--- config.mk ---
export PLATFORM = sky130hd
export DESIGN_NAME = writeback_commit
export DESIGN_NICKNAME = d
export VERILOG_FILES = /design/src/rtl/writeback_commit.sv
export SDC_FILE = /design/constraint.sdc
export NUM_CORES = 1
export LEC_CHECK = 0
export BUFFER_PORTS_ARGS = -buffer_cell sky130_fd_sc_hd__clkbuf_2
export CELL_PAD_IN_SITES_DETAIL_PLACEMENT = 1
export CELL_PAD_IN_SITES_GLOBAL_PLACEMENT = 1
export CORE_MARGIN = 4
export CORE_UTILIZATION = 50
export CTS_CLUSTER_DIAMETER = 40
export DETAILED_ROUTE_END_ITERATION = 16
export GPL_TIMING_DRIVEN = 1
export PLACE_DENSITY_LB_ADDON = 0.1
export SLEW_MARGIN = 10
export SYNTH_ARGS = -nofsm -noshare
export SYNTH_HDL_FRONTEND = slang
export SYNTH_SLANG_ARGS = --single-unit
--- constraint.sdc ---
create_clock -name clock_i -period 15.53 [get_ports clock_i]
set_input_delay 3.106 -clock clock_i [delete_from_list [all_inputs] [get_ports clock_i]]
set_output_delay 3.106 -clock clock_i [all_outputs]
set_load 0.02 [all_outputs]
--- src/rtl/writeback_commit.sv ---
// Final pipeline stage: funnels up to two GPR writebacks per cycle onto the
// single regfile write port through a small FIFO with bypass, and holds the CR.
module writeback_commit #(
  parameter int regWidth     = 5,
  parameter int fifoDepth    = 4,
  parameter int countWidth   = 3,
  parameter int LdStUnitCode = 2
) (
  input  logic                  clock_i,
  input  logic                  reset_i,
  input  logic [2:0]            functionalUnitCode_i,
  input  logic                  reg1WritebackEnable_i,
  input  logic                  reg2WritebackEnable_i,
  input  logic [regWidth-1:0]   reg1WritebackAddress_i,
  input  logic [regWidth-1:0]   reg2WritebackAddress_i,
  input  logic [0:63]           reg1WritebackVal_i,
  input  logic [0:63]           reg2WritebackVal_i,
  input  logic                  condRegUpdateEnable_i,
  input  logic [32:63]          newCRVal_i,
  output logic                  stall_o,
  output logic                  gprWriteEnable_o,
  output logic [regWidth-1:0]   gprWriteAddress_o,
  output logic [0:63]           gprWriteVal_o,
  output logic [32:63]          condReg_o,
  output logic                  overflow_o,
  output logic [countWidth-1:0] fifoCount_o
);

  localparam int PTR_W = (fifoDepth > 1) ? $clog2(fifoDepth) : 1;
  localparam logic [countWidth-1:0] STALL_LEVEL = countWidth'(fifoDepth - 1);
  localparam logic [2:0] LDST_CODE = 3'(LdStUnitCode);

  typedef struct packed {
    logic [regWidth-1:0] addr;
    logic [0:63]         val;
  } gpr_write_t;

  gpr_write_t             fifo_mem [fifoDepth];
  logic [PTR_W-1:0]       rd_ptr;
  logic [PTR_W-1:0]       wr_ptr;
  logic [PTR_W-1:0]       wr_ptr_next_slot;
  logic [countWidth-1:0]  count;
  logic [countWidth-1:0]  count_next;

  logic                   w1;
  logic                   w2;
  logic                   any_write;
  logic                   both_write;
  logic                   accept;
  logic                   fifo_empty;
  logic                   bypass;
  logic                   dequeue;
  logic [1:0]             enq_cnt;
  gpr_write_t             write1;
  gpr_write_t             write2;
  gpr_write_t             first_write;
  gpr_write_t             enq_entry0;

  // Only the load/store unit's reg2 port carries GPR data; FX reg2 holds CR/flags.
  always_comb begin
    w1          = reg1WritebackEnable_i;
    w2          = reg2WritebackEnable_i && (functionalUnitCode_i == LDST_CODE);
    any_write   = w1 || w2;
    both_write  = w1 && w2;
    write1      = '{addr: reg1WritebackAddress_i, val: reg1WritebackVal_i};
    write2      = '{addr: reg2WritebackAddress_i, val: reg2WritebackVal_i};
    first_write = w1 ? write1 : write2;
  end

  assign stall_o     = (count >= STALL_LEVEL);
  assign fifoCount_o = count;

  // When the queue is empty the oldest accepted write skips the FIFO entirely.
  always_comb begin
    fifo_empty       = (count == '0);
    accept           = !stall_o && any_write;
    bypass           = fifo_empty && accept;
    dequeue          = !fifo_empty;
    wr_ptr_next_slot = wr_ptr + PTR_W'(1);
    enq_cnt          = 2'd0;
    enq_entry0       = first_write;
    if (accept) begin
      if (bypass) begin
        enq_cnt    = both_write ? 2'd1 : 2'd0;
        enq_entry0 = write2;
      end else begin
        enq_cnt    = both_write ? 2'd2 : 2'd1;
      end
    end
    count_next = count + countWidth'(enq_cnt) - countWidth'(dequeue);
  end

  always_ff @(posedge clock_i) begin
    if (enq_cnt != 2'd0) begin
      fifo_mem[wr_ptr] <= enq_entry0;
    end
    if (enq_cnt == 2'd2) begin
      fifo_mem[wr_ptr_next_slot] <= write2;
    end
  end

  always_ff @(posedge clock_i) begin
    if (reset_i) begin
      count  <= '0;
      rd_ptr <= '0;
      wr_ptr <= '0;
    end else begin
      count  <= count_next;
      rd_ptr <= rd_ptr + PTR_W'(dequeue);
      wr_ptr <= wr_ptr + PTR_W'(enq_cnt);
    end
  end

  // Address and data hold their last values when nothing is written.
  always_ff @(posedge clock_i) begin
    if (reset_i) begin
      gprWriteEnable_o  <= 1'b0;
      gprWriteAddress_o <= '0;
      gprWriteVal_o     <= '0;
    end else if (dequeue) begin
      gprWriteEnable_o  <= 1'b1;
      gprWriteAddress_o <= fifo_mem[rd_ptr].addr;
      gprWriteVal_o     <= fifo_mem[rd_ptr].val;
    end else if (bypass) begin
      gprWriteEnable_o  <= 1'b1;
      gprWriteAddress_o <= first_write.addr;
      gprWriteVal_o     <= first_write.val;
    end else begin
      gprWriteEnable_o  <= 1'b0;
    end
  end

  always_ff @(posedge clock_i) begin
    if (reset_i) begin
      condReg_o  <= '0;
      overflow_o <= 1'b0;
    end else begin
      overflow_o <= stall_o && any_write;
      if (condRegUpdateEnable_i) begin
        condReg_o <= newCRVal_i;
      end
    end
  end

endmodule

==> out/results.ini, run 1 <==
[run_status]
status = complete, no violations

[clock_network]
post_cts_buffers = 0
clk_pin_slew_ps = 50
root_buffer = clkbuf_16
cts_buffers = 68
cts_tree = yes
cts_max_level = 3
clock_latency_ps = 580
cts_resized = 0
cts_hold_buffers = 0
clk_path_buf_depth = 3
clock_sinks = 386

[logic_synthesis]
synth_edf_count = 276
synth_area_leader_cell = edfxtp_1
synth_top_area_share_pct = 40.2
yosys_warnings = 0
synthFlopType = edfxtp_1
syn_area_per_cell_um2 = 12.9
synth_cell_types = 42
async_flop_share_pct = 0
ys_seq_area_share_pct = 50.9
syn_inst = 1599
syn_nets = 1783
ys_ff_latch = 386
ys_top_cells_by_area = edfxtp_1 (40%), mux2_2 (11%), dfxtp_1 (11%)
synthesis.area_um2 = 20600

[global_routing]
antenna_found_initial = 1
grt_pass1_wl_um = 104000
grt_pass1_vias = 17300
overflow = 0
grtUsageMet3_pct = 7.00
grtUsageMet2_pct = 50.7
grt_max_degree = 96
grt_util_all_layers_pct = 30.1
busiest_layer = met2
use_met1_pct = 39.1

[sta]
max_slew_margin_pct = 22.5
finalMaxSlewViolations = 0
fmax_ghz = 0.132
fin_ws_ps = 7970
hold_ws_ps = 492
finalCritPeriodShare_pct = 48.7
hold_viol = 0
worstMarginPinSlew_ps = 1160
finalCriticalPeriod_ps = 7560
clock_skew_ps = 23.9
rsz0062_at_grt = no
setup-violations-final = 0
setup_tns_ps = 0

[worst_setup_path]
cp_slowest_cell = nor2_4
required_ps = 15720
cp-end-kind = flop
crit_path_cell_trace = buf_6 -> inv_4 -> nand2_1 -> nand2_1 -> ha_1 -> and4bb_4 -> buf_4 -> a21oi_1 -> nor2_4 -> buf_4
worstSetupStartpointType = input port
rr_endpoint = fifo_mem[2][32]$_DFFE_PP_
reg2reg_from = fifoCount_o[1]$_SDFF_PP0_
path_depth = 10
crit_type = input port to flop
max_stage_delay_ps = 760
cp_max_fo = 95
crit_end = fifo_mem[2][32]$_DFFE_PP_
crit_start = reg1WritebackEnable_i
rr_worst_depth = 8
worstPathArrival_ps = 7750
cp_top_family = buffers and inverters
r2r_slack_ps = 11070
cp_num_buf_inv = 4

[floorplanning]
start_util_pct = 50.6
core_um2 = 40700
fp.dieW_um = 211
boundaryPins = 285
die_h_um = 211
rows = 74
dieArea_um2 = 44500

[detailed_routing]
initialDrtViolationCount = 1339
route.detailed.drc = 0
drt-pass1-iter-count = 5
dr_total_vias = 16100
ant_nets = 0
drt-total-wl_um = 68200
avgViaCountPerCell = 6.74
routedWlPerCell_um = 28.6

[place]
io_buffers = 284
placed_area_um2 = 22200
post-dp-hpwl_um = 38100
place_ws_ps = 7510
place_congestion = 0.763
place_inst = 2260

[layout]
fin_cells = 2385
mostFrequentLayoutCells = clkbuf_2 (283), edfxtp_1 (276), a211oi_1 (264)
insertedDiodeCount = 0
fin_nets = 1983
fill_cells = 4030
drive_above_1_share_pct = 39.9
fin_util_pct = 60.4
design_area_um2 = 24600
areaGrowthSynthToFinish_pct = 19.4
layout_commonest_cell = clkbuf_2

[power]
vdd_ir_drop_max_uv = 109
fin_total_pwr_mw = 4.64
leakage_nw = 8.77
powerDensity_nw_per_um2 = 188

[flow_run]
max_cap_violations = 0

[min_path]
hp-class = flop to flop
hold_path_depth = 2

==> worst min-delay path by stage <==
stage	from	end	slack (ps)
after floorplan	rd_ptr[0]$_SDFF_PP0_	rd_ptr[0]$_SDFF_PP0_	560
after global placement	condReg_o[50]$_SDFFE_PP0P_	condReg_o[50]$_SDFFE_PP0P_	470
after detailed placement	condReg_o[51]$_SDFFE_PP0P_	condReg_o[51]$_SDFFE_PP0P_	480
after CTS	condReg_o[35]$_SDFFE_PP0P_	condReg_o[35]$_SDFFE_PP0P_	500
after global routing	condReg_o[57]$_SDFFE_PP0P_	condReg_o[57]$_SDFFE_PP0P_	520
final	condReg_o[63]$_SDFFE_PP0P_	condReg_o[63]$_SDFFE_PP0P_	490
==> worst register-to-register path, cell delays in order (launching register included) <==
cell and delay [ps]:
dfxtp_1 410, nor3_4 230, nand2_1 70, ha_1 340, and4bb_4 570, buf_4 720
a21oi_1 200, nor2_4 760, buf_4 730
==> registers in the layout, indices dropped and copies added (netlist names) <==
register and cells:
rd_ptr 2, overflow_o 1, fifoCount_o 3, gprWriteEnable_o 1, wr_ptr 2, fifo_mem 276, gprWriteVal_o 64, gprWriteAddress_o 5
condReg_o 32
==> layout make-up <==
cell class	count	area [um^2]	share of cell area [%]
flip-flops and latches	386	10500	42.7
multi-input cells	1019	9340	38.0
clock buffers	90	1950	7.94
well taps	532	666	2.71
repair buffers	316	1690	6.86
inverters	8	32.5	0.132
clock inverters	34	419	1.70
==> logic make-up (layout without fill, tap and decap cells) <==
group,count (synthesis),after routing,share of synthesized area (%)
multiplexers,310,310,20.5
flip-flops,386,386,50.9
adder cells (fa/ha/maj),6,6,0.401
AO/OA/AOI/OAI,499,499,18.5
AND/OR/NAND/NOR,201,201,5.27
XOR/XNOR,3,3,0.128
buffers and inverters,194,448,4.25
==> synthesized netlist by cell type (2+ instances only) <==
library cell,count
a211oi_2,12
a32o_1,69
o21ai_0,3
clkbuf_1,105
ha_1,5
buf_4,4
mux4_2,69
buf_1,7
edfxtp_1,276
or3_1,69
buf_6,7
nor3_1,71
nor2_1,42
buf_2,62
nand2_1,4
a211oi_1,266
nor2b_1,7
a21oi_1,73
inv_1,6
mux2_2,208
mux2i_1,33
dfxtp_1,110
xnor2_1,2
a21o_1,71
==> routing by layer <==
layer  wire [um]  up-vias  part of all wire, %
li1            -     6937                    -
met1       27300     8297                   40
met2       34100      726                   50
met3        5310      124                  7.8
met4        1480        2                  2.2
met5          13        -                0.019
==> power breakdown <==
part	switching, mW	total (mW)	internal [mW]
sequential	0.133	1.51	1.38
clock	0.539	1.56	1.02
combinational	0.943	1.56	0.620
Note: power is estimated with default switching activity, not from simulation.
==> inputs of run 2 (changes only) <==
--- a/config.mk
+++ b/config.mk
@@ -9,7 +9,7 @@
 export CELL_PAD_IN_SITES_DETAIL_PLACEMENT = 1
 export CELL_PAD_IN_SITES_GLOBAL_PLACEMENT = 1
 export CORE_MARGIN = 4
-export CORE_UTILIZATION = 50
+export CORE_UTILIZATION = 43
 export CTS_CLUSTER_DIAMETER = 40
 export DETAILED_ROUTE_END_ITERATION = 16
 export GPL_TIMING_DRIVEN = 1
==> constraint.sdc (replaced) <==
create_clock -name clock_i -period 6.38 [get_ports clock_i]
set_input_delay 1.276 -clock clock_i [delete_from_list [all_inputs] [get_ports clock_i]]
set_output_delay 1.276 -clock clock_i [all_outputs]
set_load 0.02 [all_outputs]
==> run 2 against run 1 <==
Combinational power grew 150%. Final cell count rose by 3.6%. Worst setup slack got worse by 6000 ps. Critical path type unchanged. Critical endpoint is now fifo_mem[2][26]$_DFFE_PP_. Largest power group is now clock.
==> out/results.ini, run 2 (synthesis results as in run 1) <==
[run_status]
status = complete, no violations

[power]
p_int_mw = 7.39
p_switching_mw = 4.06
seqPwrFrac_pct = 32.4
powerDensity_nw_per_um2 = 461
netSwitchingFraction_pct = 35.5
leakage_nw = 8.81
vdd_ir_drop_max_uv = 347
combPwrFrac_pct = 33.7
pwr-share-clk_pct = 33.9

[detailed_routing]
route.met3.wl_um = 5480
dr_total_vias = 16100
initialDrtViolationCount = 1215
routedWlPerCell_um = 28.9
dr.max_layer_used = met5
wl_met2_um = 34800
drt-pass1-iter-count = 5
drt-total-wl_um = 71400
ant_nets = 0
route.detailed.drc = 0
wl_met1_um = 29900
avgViaCountPerCell = 6.52

[global_routing]
grt_max_degree = 145
grt_pass1_vias = 17400
antenna_found_initial = 4
grt_pass1_wl_um = 108000
overflow = 0
grt_util_all_layers_pct = 27.6

[worst_setup_path]
worstPathArrival_ps = 4750
cp_slowest_cell = a21o_4
crit_path_cell_trace = buf_6 -> inv_4 -> nand2_1 -> nand2_1 -> ha_1 -> and4bb_4 -> a21o_4 -> a211oi_1
crit_type = input port to flop
critPathMostFrequentCell = nand2_1
required_ps = 6670
cp_max_fo = 71
worstSetupStartpointType = input port
max_stage_delay_ps = 970
cp-end-kind = flop

[sta]
hold_viol = 0
finalCritPeriodShare_pct = 69.9
clock_skew_ps = 20.0
finalCriticalPeriod_ps = 4460
finalMaxSlewViolations = 0
hold_ws_ps = 494
rsz0062_at_grt = no
worstMarginPinSlew_ps = 1150
setup-violations-final = 0
max_slew_margin_pct = 23.5
fmax_ghz = 0.224

[layout]
fin_util_pct = 52.9
areaGrowthSynthToFinish_pct = 20.5
mostFrequentLayoutCells = clkbuf_2 (283), edfxtp_1 (276), a211oi_1 (264)
largest_register_ffs = 276
fin_nets = 1988
top_regs = fifo_mem: 276 flops, gprWriteVal_o: 64 flops, condReg_o: 32 flops
drive_above_1_share_pct = 39.9
layout_commonest_cell = clkbuf_2
fill_cells = 4711
largest-register = fifo_mem

[clock_network]
cts_resized = 0
post_cts_buffers = 0
cts_tree = yes
clk_path_buf_depth = 3
clock_sinks = 386
cts_buffers = 72
root_buffer = clkbuf_16
cts_max_level = 3
cts_hold_buffers = 0
clock_latency_ps = 610
clk_pin_slew_ps = 50

[floorplanning]
dieArea_um2 = 51500
start_util_pct = 43.9
die_h_um = 227
core_um2 = 47000
rows = 79
fp.dieW_um = 227
boundaryPins = 285

[place]
io_buffers = 284
post-dp-hpwl_um = 39400
place_congestion = 0.747

[min_path]
hp-class = flop to flop

[flow_run]
max_cap_violations = 0

==> run 2: cell types whose count changed in the layout (fill, tap and decap cells not counted), moves of 2 or more <==
cell / delta
clkbuf_16: -2
inv_4: +2
buf_4: -3
inv_6: +3
clkbuf_1: -5
buf_12: +5
clkinvlp_4: +2
clkinv_1: +10
clkinv_8: +3
clkinv_2: -5
==> run 2: per-layer routing <==
metal	vias up	global-route usage (%)
met4	6	6.74
met3	109	5.58
met2	693	45.8
li1	6969	-
met5	-	0
met1	8323	37.4
==> run 2: worst paths after layout <==
path | start | end | slack (ps) | depth (start not counted)
worst max register to register | fifoCount_o[0]$_SDFF_PP0_ | fifo_mem[0][13]$_DFFE_PP_ | 2710 | 5
worst max-delay path | reg1WritebackEnable_i | fifo_mem[2][26]$_DFFE_PP_ | 1920 | 8
worst min register to register | condReg_o[38]$_SDFFE_PP0P_ | condReg_o[38]$_SDFFE_PP0P_ | 490 | 2
worst min-delay path | condReg_o[38]$_SDFFE_PP0P_ | condReg_o[38]$_SDFFE_PP0P_ | 490 | 2
==> run 2: layout make-up <==
cell class,count,area [um^2],share of cell area (%)
inverters,8,32.5,0.131
clock inverters,50,564,2.27
flip-flops and latches,386,10500,42.3
clock buffers,83,1880,7.59
well taps,607,759,3.06
multi-input cells,1019,9340,37.6
diodes,1,2.50,0.0101
repair buffers,317,1740,7.00
==> run 2: worst max-delay path: cells and delay by family <==
kind	cells	cell delay, ps
and+or+nand+nor	3	1030
buffers and inverters	2	800
AOI/OAI and AO/OA	2	1200
adders and majority gates	1	330
==> run 2: power by group through the flow <==
stage	sequential, mW	clock [mW]	combinational, mW
5_1_grt	3.76	4.05	4.12
3_3_place_gp	3.75	0	3.72
4_1_cts	3.72	3.92	3.85
2_1_floorplan	3.77	0	2.57
3_5_place_dp	3.76	0	3.82
6_report	3.71	3.88	3.86
==> run 2: stage by stage <==
step	setup slack [ps]	area [um^2]	total power, mW	cells	setup TNS, ps
finish	1920	24800	11.4	2471	0
global route	1800	24800	11.9	2471	0
CTS	1980	24800	11.5	2469	0
detailed placement	1340	22300	7.58	2336	0
global placement	1380	22300	7.47	2336	0
floorplan	-1930	20600	6.34	1599	-265690
